## src/rtl/alu_instr_sequencer.sv

```systemverilog
// Moore control unit for the bus datapath: fetch steps T0-T2 plus register-register ALU execute steps.
// Optional build macro SEQ_STEP_EN adds a "step" input that gates every state transition.

module alu_instr_sequencer #(
    parameter int unsigned WAIT_LIMIT = 15
) (
    input  logic        clock,
    input  logic        clear,
    input  logic        run,
    input  logic        mem_rdy,
`ifdef SEQ_STEP_EN
    input  logic        step,
`endif
    input  logic [31:0] ir,
    output logic [15:0] Rin,
    output logic [15:0] Rout,
    output logic        PCout,
    output logic        MARin,
    output logic        IncPC,
    output logic        Zin,
    output logic        Zlowout,
    output logic        Zhighout,
    output logic        PCin,
    output logic        Read,
    output logic        MDRin,
    output logic        MDRout,
    output logic        IRin,
    output logic        Yin,
    output logic        HIin,
    output logic        LOin,
    output logic [12:0] alu_sel,
    output logic        done,
    output logic        err,
    output logic [1:0]  err_code,
    output logic [3:0]  state_dbg
);

    typedef enum logic [3:0] {
        IDLE = 4'd0,
        T0   = 4'd1,
        T1   = 4'd2,
        T2   = 4'd3,
        T3   = 4'd4,
        T4   = 4'd5,
        T5   = 4'd6,
        T6   = 4'd7,
        ERR  = 4'd8
    } state_t;

    typedef enum logic [1:0] {
        CLS_TRI,
        CLS_MULDIV,
        CLS_UNARY,
        CLS_BAD
    } op_class_t;

    localparam logic [7:0] LAST_WAIT = 8'(WAIT_LIMIT - 1);

    state_t     state, state_n, after_done;
    logic [7:0] wait_cnt, wait_cnt_n;
    logic [1:0] code_q, code_n;
    logic       advance;

    logic [4:0]  opcode;
    logic [15:0] sel_ra, sel_rb, sel_rc;
    op_class_t   op_class;
    logic [12:0] op_sel;

`ifdef SEQ_STEP_EN
    assign advance = step;
`else
    assign advance = 1'b1;
`endif

    assign opcode = ir[31:27];
    assign sel_ra = 16'd1 << ir[26:23];
    assign sel_rb = 16'd1 << ir[22:19];
    assign sel_rc = 16'd1 << ir[18:15];

    logic unused_ir_low;
    assign unused_ir_low = ^ir[14:0];

    // NOTE: every variable written in an always_comb gets a default first, otherwise a latch is inferred.
    always_comb begin
        op_class = CLS_BAD;
        op_sel   = '0;
        case (opcode)
            5'b00011: begin op_class = CLS_TRI;    op_sel = 13'd1 << 0;  end
            5'b00100: begin op_class = CLS_TRI;    op_sel = 13'd1 << 1;  end
            5'b00101: begin op_class = CLS_TRI;    op_sel = 13'd1 << 2;  end
            5'b00110: begin op_class = CLS_TRI;    op_sel = 13'd1 << 3;  end
            5'b00111: begin op_class = CLS_TRI;    op_sel = 13'd1 << 7;  end
            5'b01000: begin op_class = CLS_TRI;    op_sel = 13'd1 << 8;  end
            5'b01001: begin op_class = CLS_TRI;    op_sel = 13'd1 << 4;  end
            5'b01010: begin op_class = CLS_TRI;    op_sel = 13'd1 << 5;  end
            5'b01011: begin op_class = CLS_TRI;    op_sel = 13'd1 << 6;  end
            5'b01111: begin op_class = CLS_MULDIV; op_sel = 13'd1 << 11; end
            5'b10000: begin op_class = CLS_MULDIV; op_sel = 13'd1 << 12; end
            5'b10001: begin op_class = CLS_UNARY;  op_sel = 13'd1 << 9;  end
            5'b10010: begin op_class = CLS_UNARY;  op_sel = 13'd1 << 10; end
            default:  begin op_class = CLS_BAD;    op_sel = '0;          end
        endcase
    end

    assign after_done = run ? T0 : IDLE;

    always_comb begin
        state_n    = state;
        wait_cnt_n = wait_cnt;
        code_n     = code_q;
        if (advance) begin
            case (state)
                IDLE: if (run) state_n = T0;
                T0:   state_n = T1;
                T1: begin
                    // A ready on the limit cycle still wins over the timeout.
                    if (mem_rdy) begin
                        state_n    = T2;
                        wait_cnt_n = '0;
                    end else if (wait_cnt == LAST_WAIT) begin
                        state_n    = ERR;
                        wait_cnt_n = '0;
                        code_n     = 2'b10;
                    end else begin
                        wait_cnt_n = wait_cnt + 8'd1;
                    end
                end
                T2:   state_n = T3;
                T3: begin
                    if (op_class == CLS_BAD) begin
                        state_n = ERR;
                        code_n  = 2'b01;
                    end else begin
                        state_n = T4;
                    end
                end
                T4:      state_n = (op_class == CLS_UNARY)  ? after_done : T5;
                T5:      state_n = (op_class == CLS_MULDIV) ? T6 : after_done;
                T6:      state_n = after_done;
                ERR:     state_n = ERR;
                default: state_n = IDLE;
            endcase
        end
    end

    // NOTE: sequential state uses non-blocking assignments so all registers update together at the edge.
    always_ff @(posedge clock) begin
        if (!clear) begin
            state    <= IDLE;
            wait_cnt <= '0;
            code_q   <= '0;
        end else begin
            state    <= state_n;
            wait_cnt <= wait_cnt_n;
            code_q   <= code_n;
        end
    end

    always_comb begin
        Rin      = '0;
        Rout     = '0;
        PCout    = 1'b0;
        MARin    = 1'b0;
        IncPC    = 1'b0;
        Zin      = 1'b0;
        Zlowout  = 1'b0;
        Zhighout = 1'b0;
        PCin     = 1'b0;
        Read     = 1'b0;
        MDRin    = 1'b0;
        MDRout   = 1'b0;
        IRin     = 1'b0;
        Yin      = 1'b0;
        HIin     = 1'b0;
        LOin     = 1'b0;
        alu_sel  = '0;
        done     = 1'b0;
        case (state)
            T0: begin
                PCout = 1'b1;
                MARin = 1'b1;
                IncPC = 1'b1;
                Zin   = 1'b1;
            end
            T1: begin
                Zlowout = 1'b1;
                PCin    = 1'b1;
                Read    = 1'b1;
                MDRin   = 1'b1;
            end
            T2: begin
                MDRout = 1'b1;
                IRin   = 1'b1;
            end
            T3: begin
                case (op_class)
                    CLS_TRI:    begin Rout = sel_rb; Yin = 1'b1; end
                    CLS_MULDIV: begin Rout = sel_ra; Yin = 1'b1; end
                    CLS_UNARY:  begin Rout = sel_rb; alu_sel = op_sel; Zin = 1'b1; end
                    default:    ;
                endcase
            end
            T4: begin
                case (op_class)
                    CLS_TRI:    begin Rout = sel_rc; alu_sel = op_sel; Zin = 1'b1; end
                    CLS_MULDIV: begin Rout = sel_rb; alu_sel = op_sel; Zin = 1'b1; end
                    CLS_UNARY:  begin Zlowout = 1'b1; Rin = sel_ra; done = 1'b1; end
                    default:    ;
                endcase
            end
            T5: begin
                if (op_class == CLS_MULDIV) begin
                    Zlowout = 1'b1;
                    LOin    = 1'b1;
                end else begin
                    Zlowout = 1'b1;
                    Rin     = sel_ra;
                    done    = 1'b1;
                end
            end
            T6: begin
                Zhighout = 1'b1;
                HIin     = 1'b1;
                done     = 1'b1;
            end
            default: ;
        endcase
    end

    assign err       = (state == ERR);
    assign err_code  = code_q;
    assign state_dbg = state;

endmodule

```

## config.mk

```make
export PLATFORM = sky130hd
export DESIGN_NAME = alu_instr_sequencer
export DESIGN_NICKNAME = d
export VERILOG_FILES = /design/src/rtl/alu_instr_sequencer.sv
export SDC_FILE = /design/constraint.sdc
export NUM_CORES = 1
export LEC_CHECK = 0
export BUFFER_PORTS_ARGS = -buffer_cell sky130_fd_sc_hd__buf_2
export CAP_MARGIN = 5
export CORE_MARGIN = 5
export CORE_UTILIZATION = 30
export CTS_CLUSTER_SIZE = 8
export DETAILED_ROUTE_END_ITERATION = 10
export GPL_TIMING_DRIVEN = 0
export PLACE_DENSITY = 0.62
export SYNTH_ARGS = -nofsm -noshare
export SYNTH_HDL_FRONTEND = slang
export SYNTH_SLANG_ARGS = --single-unit
```

## constraint.sdc

```tcl
create_clock -name clock -period 2.9 [get_ports clock]
set_clock_uncertainty 0.15 [all_clocks]
set_input_delay 0.145 -clock clock [delete_from_list [all_inputs] [get_ports clock]]
set_output_delay 0.145 -clock clock [all_outputs]
set_load 0.01 [all_outputs]
```

==> results.md <==
- Status: complete, no violations
- Sequential Power Share: 24.6%
- Avg Cell Area, Syn: 6.87 µm²
- Power per standard cell area: roughly 380 mW/mm²
- Layout net count: 423
- Diode count: 0
- Endpoints failing setup: 0
- Critical path fanouts, max: 10
- Final Critical Period: approximately 2.7 ns
- Via Count: ~2500
- Synthesis-stage register bit count: 14
- Crit share post-route: 91.4%
- CP delay by family, top: simple AND/OR/NAND/NOR gates
- Max-cap check violation count: 0
- Die height: about 92 µm
- Place WS: 0.558 ns
- DRT Wirelength: 6650 µm
- Final WS setup: roughly 0.25 ns
- Ys flop type: dfxtp_1
- Slew @ Worst Pin: about 0.6 ns
- Setup crit end: Rout[8]
- Fin. max-slew vios: 0
- First-pass GRT wire length: 11000 µm
- Commonest non-fill, non-tap cell in the layout: buf_2
- Port Buffers: between 80 and 90
- Synthesis Warnings: 0
- Cells after synthesis: 291
- Fraction of registers with async set/reset: 0%
- Dpl cell area: 0.00251 mm²
- Fill cell count: ~690
- Fmax achieved: 0.377 GHz
- Yosys cell types: between 60 and 70
- # hold bufs at CTS: 0
- Sink Count: 14
- WHS: 0.0338 ns
- Crit path launch: state_dbg[0]$_SDFFE_PN0P_
- Vias in the first global route: 2324
- Tot Pwr: 0.985 mW
- Syn Nets: 334
- Hold Path Class: primary input to flop
- FF-to-FF setup slack: 0.90 ns
- Core ar.: 0.00642 mm²
- Clock buffer count from CTS: 3
- Final Hold Vio Count: 0
- CP required: 2.61 ns
- # resized after CTS: 0
- Pint: 0.557 mW
- Peak supply drop: between 200 and 250 µV
- I/O pin cnt: 103
- Slew headroom: 59.4%
- Levels on crit path: 7
- HPWL after DPL: ~5400 µm
- Worst Hold Depth: 2
- Critical path arrival: 2.36 ns
- Largest net degree at the start of global routing: 11
- CP Cell Sequence: clkbuf_1 -> nand2b_1 -> or3b_1 -> nor2_1 -> o21ai_1 -> o211ai_2 -> buf_2
- Initial DRC count: 148
- Die Span X: 91.6 µm
- # DRC: 0
- GP Congestion: 0.857
- Layout area overhead: 28.6%
- First-pass DRT Iterations: 5
- CTS max path bufs: 2
- Final antenna-violating net count: 0
- Sw Ratio: 43.5%
- Design Area, Final: 0.00257 mm²
- Leak: 1.15 nW
- EDFF count, synth: 0
- Critical Path Source Type: flop
- CTS tree: built
- Root Buffer: clkbuf_8
- Htree depth: 1
- Initial antenna violation count: 0
- Psw: 0.428 mW
- Worst reg2reg path depth: 6
- Setup Total Neg Slack: 0 ns
- Slowest CP cell: or3b_1
- FF-to-FF End: wait_cnt[4]$_SDFFE_PN0P_
- Sequential area share after synthesis: 14.0%
- Post-CTS setup buffers: 0
- CP Capture Type: primary output
- Clock latency on the worst-skew pair: 0.24 ns
- Proportion of layout cells with a drive suffix above 1: 30.9%
- Comb pwr share: 56.3%
- Via density: 5.45
- Unrepaired setup endpoints after global routing: no
- Buffers & Inverters on Critical Path: 2
- Routed wire per std cell: 14.6 µm
- Clock transition at path regs: 0.06 ns
- Initial Utilization: 31.1%
- Row Count: 29
- Mapped Area: about 0.002 mm²
- GRT Total Usage: 15.2%
- Die area: 0.00839 mm²
- Clock share of power: 19.1%
- Grt total ovfl: 0
- Most frequent cells in the layout: 90 x buf_2, 32 x nand2_1, 30 x nor2_1, 20 x nand2b_1
- Worst r2r src: state_dbg[1]$_SDFFE_PN0P_
- CP Class: flop to primary output
- CP peak stage delay: between 0.4 and 0.5 ns
==> per-layer routing <==
metal	GRT usage, %	vias to the layer above	routed length [µm]
li1	-	1249	-
met1	21.8	1145	3120
met3	2.54	4	506
met2	24.2	88	2990
met4	2.64	0	34
met5	0	-	0
==> power groups by stage <==
stage,registers [mW],logic [mW],clock network [mW]
after global routing,0.247,0.613,0.209
after global placement,0.247,0.547,0
after CTS,0.243,0.555,0.196
after floorplan,0.248,0.367,0
final,0.243,0.554,0.188
after detailed placement,0.248,0.553,0
==> cell families after synthesis <==
logic type / share of synthesized area [%]
AO/OA/AOI/OAI: 27.1
adder cells (fa/ha/maj): 4.38
buffers and inverters: 6.76
flip-flops: 14.0
multiplexers: 1.69
AND/OR/NAND/NOR: 46.1
==> final cells by class <==
cell class	instances	area [µm²]	share of cell area [%]
multi-input cells	249	1580	61.6
repair buffers	84	420	16.4
clock buffers	4	55.1	2.14
inverters	8	30.0	1.17
flip-flops and latches	14	280	10.9
plain buffers	20	105	4.09
well taps	77	96.3	3.75
==> sequential cells by signal (all words and copies together), names as in the netlist <==
register and cells:
err_code 2, wait_cnt 8, state_dbg 4
==> cell usage after synthesis, drive strengths merged, types with 2 or more instances <==
| cell | count | share of area (%) |
|---|---|---|
| a31o | 2 | 0.88 |
| dfxtp | 14 | 14 |
| ha | 7 | 4.4 |
| and2 | 11 | 3.4 |
| a21oi | 9 | 2.8 |
| o221ai | 5 | 2.2 |
| a32oi | 2 | 0.88 |
| clkbuf | 8 | 1.5 |
| nand4 | 2 | 0.63 |
| mux2i | 3 | 1.7 |
| a2111oi | 2 | 0.88 |
| nand2 | 33 | 6.3 |
| nor3b | 4 | 1.8 |
| or3 | 6 | 2.1 |
| nor2b | 7 | 2.2 |
| nor3 | 15 | 3.8 |
| buf | 12 | 3.8 |
| a21boi | 2 | 0.75 |
| or2 | 3 | 0.94 |
| nor4b | 2 | 1.5 |
| nand3 | 13 | 3.3 |
| a41oi | 5 | 2.2 |
| o22ai | 9 | 2.8 |
| or4b | 2 | 1.0 |
| inv | 8 | 1.5 |
| nand3b | 4 | 1.7 |
| o21ai | 16 | 4.0 |
| and3 | 6 | 1.9 |
| a31oi | 3 | 1.3 |
| nor2 | 31 | 6.2 |
| o211ai | 6 | 2.5 |
| o221a | 3 | 1.7 |
| and3b | 2 | 0.88 |
| nand2b | 20 | 6.3 |
==> metrics by stage <==
stage               util (%)  instances
finish                  40.0        456
global placement        39.2        452
global route            40.0        456
CTS                     40.0        456
detailed placement      39.2        452
floorplan                  -        291
==> how the worst min path moves through the flow <==
stage                     startpoint                       end
final                          clear  wait_cnt[3]$_SDFFE_PN0P_
after global routing           clear  wait_cnt[2]$_SDFFE_PN0P_
after CTS                      clear  wait_cnt[3]$_SDFFE_PN0P_
after detailed placement       clear  err_code[0]$_SDFFE_PN0P_
after floorplan                clear  wait_cnt[2]$_SDFFE_PN0P_
after global placement         clear  err_code[0]$_SDFFE_PN0P_
Power figures use the tool's default switching activity.
